<file path="config.mk">
export PLATFORM = sky130hd
export DESIGN_NAME = csr_access_master
export DESIGN_NICKNAME = d
export VERILOG_FILES = /design/src/rtl/csr_access_master.sv
export SDC_FILE = /design/constraint.sdc
export NUM_CORES = 1
export LEC_CHECK = 0
export CORE_MARGIN = 4
export CORE_UTILIZATION = 30
export DETAILED_ROUTE_END_ITERATION = 16
export DONT_BUFFER_PORTS = 1
export GPL_TIMING_DRIVEN = 0
export PLACE_DENSITY_LB_ADDON = 0.12
export SYNTH_ARGS = -nofsm -noshare
export SYNTH_HDL_FRONTEND = slang
export SYNTH_SLANG_ARGS = --single-unit
</file>
<file path="constraint.sdc">
create_clock -name clk -period 2.5 [get_ports clk]
set_input_delay 0.625 -clock clk [delete_from_list [all_inputs] [get_ports clk]]
set_output_delay 0.625 -clock clk [all_outputs]
set_load 0.005 [all_outputs]
</file>
<file path="src/rtl/csr_access_master.sv">
// csr_access_master: single-outstanding initiator for a strobe-based CSR bus.
// Accepts READ / WRITE / SET / CLR requests over valid/ready. It drives one-cycle
// csr_read/csr_write strobes and captures read data a fixed RD_LATENCY edges later.
// The response is returned over valid/ready.
module csr_access_master #(
    parameter int ADDR_W     = 12,
    parameter int DATA_W     = 32,
    parameter int RD_LATENCY = 1,
    parameter int CNT_W      = 16
) (
    input  logic              clk,
    input  logic              rst,
    input  logic              req_valid,
    output logic              req_ready,
    input  logic [1:0]        req_op,
    input  logic [ADDR_W-1:0] req_addr,
    input  logic [DATA_W-1:0] req_wdata,
    output logic              rsp_valid,
    input  logic              rsp_ready,
    output logic [DATA_W-1:0] rsp_rdata,
    output logic              csr_read,
    output logic [ADDR_W-1:0] csr_read_addr,
    input  logic [DATA_W-1:0] csr_read_data,
    output logic              csr_write,
    output logic [ADDR_W-1:0] csr_write_addr,
    output logic [DATA_W-1:0] csr_write_data,
    output logic [CNT_W-1:0]  txn_count
);

    localparam logic [1:0] OP_READ  = 2'b00;
    localparam logic [1:0] OP_WRITE = 2'b01;
    localparam logic [1:0] OP_SET   = 2'b10;

    typedef enum logic [2:0] {IDLE, WR, RD_WAIT, RMW_WR, RSP} state_t;

    state_t            state, state_n;
    logic [1:0]        op_q, op_n;
    logic [DATA_W-1:0] wdata_q, wdata_n;
    logic [2:0]        lat_q, lat_n;
    logic              rsp_valid_n, csr_read_n, csr_write_n;
    logic [DATA_W-1:0] rsp_rdata_n, csr_write_data_n;
    logic [ADDR_W-1:0] csr_read_addr_n, csr_write_addr_n;
    logic [CNT_W-1:0]  txn_count_n;

    // Only IDLE takes a new request; everything else is a single transaction in flight.
    assign req_ready = (state == IDLE);

    // Next-state and next-output logic; strobes default low so each lasts one cycle.
    always_comb begin
        state_n          = state;
        op_n             = op_q;
        wdata_n          = wdata_q;
        lat_n            = lat_q;
        rsp_valid_n      = rsp_valid;
        rsp_rdata_n      = rsp_rdata;
        csr_read_n       = 1'b0;
        csr_read_addr_n  = csr_read_addr;
        csr_write_n      = 1'b0;
        csr_write_addr_n = csr_write_addr;
        csr_write_data_n = csr_write_data;
        txn_count_n      = txn_count;
        case (state)
            IDLE: begin
                if (req_valid) begin
                    op_n    = req_op;
                    wdata_n = req_wdata;
                    if (req_op == OP_WRITE) begin
                        csr_write_n      = 1'b1;
                        csr_write_addr_n = req_addr;
                        csr_write_data_n = req_wdata;
                        state_n          = WR;
                    end else begin
                        csr_read_n      = 1'b1;
                        csr_read_addr_n = req_addr;
                        lat_n           = 3'(RD_LATENCY);
                        state_n         = RD_WAIT;
                    end
                end
            end
            WR: begin
                rsp_valid_n = 1'b1;
                rsp_rdata_n = wdata_q;
                state_n     = RSP;
            end
            RD_WAIT: begin
                // Counter hits zero on the edge RD_LATENCY edges after the strobe was seen.
                if (lat_q == 3'd0) begin
                    rsp_rdata_n = csr_read_data;
                    if (op_q == OP_READ) begin
                        rsp_valid_n = 1'b1;
                        state_n     = RSP;
                    end else begin
                        csr_write_n      = 1'b1;
                        csr_write_addr_n = csr_read_addr;
                        csr_write_data_n = (op_q == OP_SET) ? (csr_read_data | wdata_q)
                                                            : (csr_read_data & ~wdata_q);
                        state_n          = RMW_WR;
                    end
                end else begin
                    lat_n = lat_q - 3'd1;
                end
            end
            RMW_WR: begin
                rsp_valid_n = 1'b1;
                state_n     = RSP;
            end
            RSP: begin
                if (rsp_ready) begin
                    rsp_valid_n = 1'b0;
                    txn_count_n = txn_count + 1'b1;
                    state_n     = IDLE;
                end
            end
            default: state_n = IDLE;
        endcase
    end

    // State and registered outputs; reset aborts any transaction in flight.
    always_ff @(posedge clk) begin
        if (rst) begin
            state          <= IDLE;
            op_q           <= '0;
            wdata_q        <= '0;
            lat_q          <= '0;
            rsp_valid      <= 1'b0;
            rsp_rdata      <= '0;
            csr_read       <= 1'b0;
            csr_read_addr  <= '0;
            csr_write      <= 1'b0;
            csr_write_addr <= '0;
            csr_write_data <= '0;
            txn_count      <= '0;
        end else begin
            state          <= state_n;
            op_q           <= op_n;
            wdata_q        <= wdata_n;
            lat_q          <= lat_n;
            rsp_valid      <= rsp_valid_n;
            rsp_rdata      <= rsp_rdata_n;
            csr_read       <= csr_read_n;
            csr_read_addr  <= csr_read_addr_n;
            csr_write      <= csr_write_n;
            csr_write_addr <= csr_write_addr_n;
            csr_write_data <= csr_write_data_n;
            txn_count      <= txn_count_n;
        end
    end

endmodule

</file>
==> metrics.yaml <==
placement:
  portBuffers: 0
  dpl.hpwl_um: 15900
  placedCellCount: 1026
  place.gp.congestion: 0.814
run:
  cap_violations: 0
setup_path:
  cp_cell_sequence: "or4b_1 -> clkbuf_1 -> o32ai_4 -> buf_4 -> buf_1 -> a311oi_1"
  r2r_slack_ps: 210
  crit_arrival_ps: 2560
  critical_path.max_fanout: 10
  worst_path_max_delay_cell: "or4b_1"
  cp_num_buf_inv: 3
  end_kind: "flop"
  crit_family: "buffers and inverters"
  slowest_delay_ps: 500
  critPathKind: "flop to flop"
  crit_required_ps: 2770
  start_kind: "flop"
finish:
  area_delta_synth_final_pct: 15.2
  final_cells: 1059
  fin_nets: 862
  antenna_cells: 0
  drive_gt1_share_pct: 6.84
power:
  powerDensity_nw_per_um2: 857
  power.leakage_nw: 2.53
  vdd_drop_max_mv: 0.457
yosys:
  ys_ff_latch: 147
  synthTopCellsByArea: "dfxtp_1 47%, nand2_1 13%, a311oi_1 6.2%"
  netlist_area_um2: 6220
  syn_avg_cell_area_um2: 8.22
  synth_top_family_by_area: "simple AND/OR/NAND/NOR gates"
  yosys_warnings: 0
  synth_mux_area_share_pct: 5.31
  synth_common_cells: "217 x nand2_1, 147 x dfxtp_1, 61 x nor2_1"
  synthSimpleGateAreaFrac_pct: 21.6
  synth_nets: 841
  synthAdderAreaFrac_pct: 0.604
  async_reset_ff_share_pct: 0
  synth_edf_count: 0
  synth_compound_area_share_pct: 19.8
  synth_most_common_cell: "nand2_1"
  synth_xor_area_share_pct: 1.13
  yosysTopAreaCellShare_pct: 47.3
  yosysUniqueCellTypes: 40
  ys_seq_area_share_pct: 47.3
  ys.flop_type: "dfxtp_1"
  synth_cells: 756
  synth_largest_area_cell: "dfxtp_1"
timing:
  finalSetupViolCount: 0
  layout_worst_path_cycle_share_pct: 91.6
  timing.hold.ws_ps: 333
  worst_pin_slew_ps: 735
  slew_violations: 0
  skew_ps: 7.82
  finalHoldViolCount: 0
  slew_headroom_pct: 50.8
  fin_crit_ps: 2290
  rsz0062_at_grt: "false"
  fmax_mhz: 437
global_route:
  grtUsageTotal_pct: 18.2
  grt_pass1_wl_um: 33000
  grt_max_degree: 17
  overflow: 0
  antenna_found_initial: 0
  grt_pass1_vias: 5405
drt:
  drtIter0Drc: 291
  wire_per_inst_um: 20.3
  dr.pass1.iters: 5
  wl_um: 21500
  num_vias: 5542
  ant_nets: 0
  via_per_inst: 5.23
  drc: 0
floorplanning:
  core_area_um2: 20300
  die_h_um: 152
  die_w_um: 152
  ioPinCount: 190
  rows: 52
  die-area_um2: 23100
  start_util_pct: 30.6
clock_tree:
  cts_root_buf: "clkbuf_16"
  clkSlewWorstSetupHoldPaths_ps: 60
  worstSkewPairLatency_ps: 420
  cts_buffers: 17
  ctsHtreeMaxLevel: 4
  clock_sinks: 147
  clockBufferDepth: 2
  cts_tree: "yes"
min_path:
  hp-class: "primary input to flop"
status:
  status: "finished clean"
## path summary, 6_finish.rpt
kind	to	depth (start not counted)	startpoint
max reg2reg	csr_write_addr[8]	6	state[0]
min	wdata_q[27]	2	req_wdata[27]
max	csr_write_addr[8]	6	state[0]
min reg2reg	op_q[1]	2	op_q[1]
## power breakdown
part / internal (mW) / switching [mW] / total [mW]
Clock: 1.51 / 1.01 / 2.52
Combinational: 0.305 / 0.586 / 0.891
Sequential: 2.55 / 0.182 / 2.73
## metrics by stage
| stage | setup slack (ps) | TNS [ps] | area (um2) | utilization, % | power [mW] |
|---|---|---|---|---|---|
| final | 210 | 0 | 7160 | 35.3 | 6.14 |
| after global routing | 0.636 | 0 | 7160 | 35.3 | 6.45 |
| after global placement | -149 | -3480 | 6550 | 32.3 | 3.65 |
| after floorplan | 390 | 0 | 6220 | - | 3.35 |
| after CTS | 25.2 | 0 | 7120 | 35.1 | 6.18 |
| after detailed placement | -173 | -4070 | 6550 | 32.3 | 3.67 |
## routing by layer
| layer | up-vias | part of all wire (%) | track usage, % | routed length (um) |
|---|---|---|---|---|
| met5 | - | 0 | 0 | 0 |
| met4 | 0 | 2.0 | 5.74 | 419 |
| met3 | 29 | 8.1 | 6.63 | 1750 |
| met2 | 211 | 48 | 29.7 | 10200 |
| met1 | 2640 | 42 | 22.4 | 9070 |
| li1 | 2662 | - | - | - |
## state kept, by name, indices dropped and copies added, names as in the netlist
name,count
csr_write,1
csr_read,1
csr_read_addr,12
op_q,2
rsp_valid,1
wdata_q,32
state,3
txn_count,16
csr_write_addr,12
csr_write_data,32
rsp_rdata,32
lat_q,3
## placed cells by master (no fill, tap or decap), types with 2 or more instances in the layout
master | netlist | routed
clkinvlp_4 | 0 | 3
clkinv_2 | 0 | 3
nand3_1 | 5 | 5
buf_2 | 7 | 7
and4_1 | 2 | 2
and2_1 | 2 | 2
xor2_1 | 6 | 6
nor2b_1 | 5 | 5
dfxtp_1 | 147 | 147
a311oi_1 | 44 | 44
and3_1 | 2 | 2
bufinv_16 | 0 | 2
a21oi_1 | 58 | 57
a22o_1 | 32 | 32
or3_1 | 8 | 8
clkbuf_8 | 0 | 2
o21ai_0 | 40 | 40
ha_1 | 3 | 3
clkbuf_16 | 0 | 17
clkbuf_2 | 0 | 7
nand4_1 | 5 | 5
clkbuf_1 | 51 | 46
mux2i_1 | 33 | 33
inv_1 | 3 | 3
nand2_1 | 217 | 217
xnor2_1 | 2 | 2
nand2b_1 | 3 | 3
nor2_1 | 61 | 61
buf_4 | 3 | 5
## worst reg2reg max path, cell delays in order (launching register included)
cell and delay, ps:
dfxtp_1 340, or4b_1 500, clkbuf_1 280, o32ai_4 230
buf_4 200, buf_1 410, a311oi_1 180
## cell families (layout without fill, tap and decap cells)
| group | Yosys count | count (layout) |
|---|---|---|
| multiplexers | 33 | 33 |
| adder cells (fa/ha/maj) | 3 | 3 |
| AND/OR/NAND/NOR | 320 | 320 |
| XOR/XNOR | 8 | 8 |
| flip-flops | 147 | 147 |
| buffers and inverters | 64 | 97 |
| AO/OA/AOI/OAI | 181 | 181 |
## layout make-up
class,count,area (um2)
fill,2192,13100
tap,270,338
clock inverter,9,106
multi-input combinational,545,3030
timing repair buffer,2,15.0
inverter,3,11.3
clock buffer,22,464
buffer,61,258
sequential,147,2940
## repair_timing
| action | 4_1_cts | 5_1_grt |
|---|---|---|
| resized for setup | 0 | 17 |
| buffers inserted | 0 | 2 |
| endpoints found under the setup margin | 0 | 73 |
| hold buffers | 0 | 0 |
Note: power is estimated with default switching activity, not from simulation.
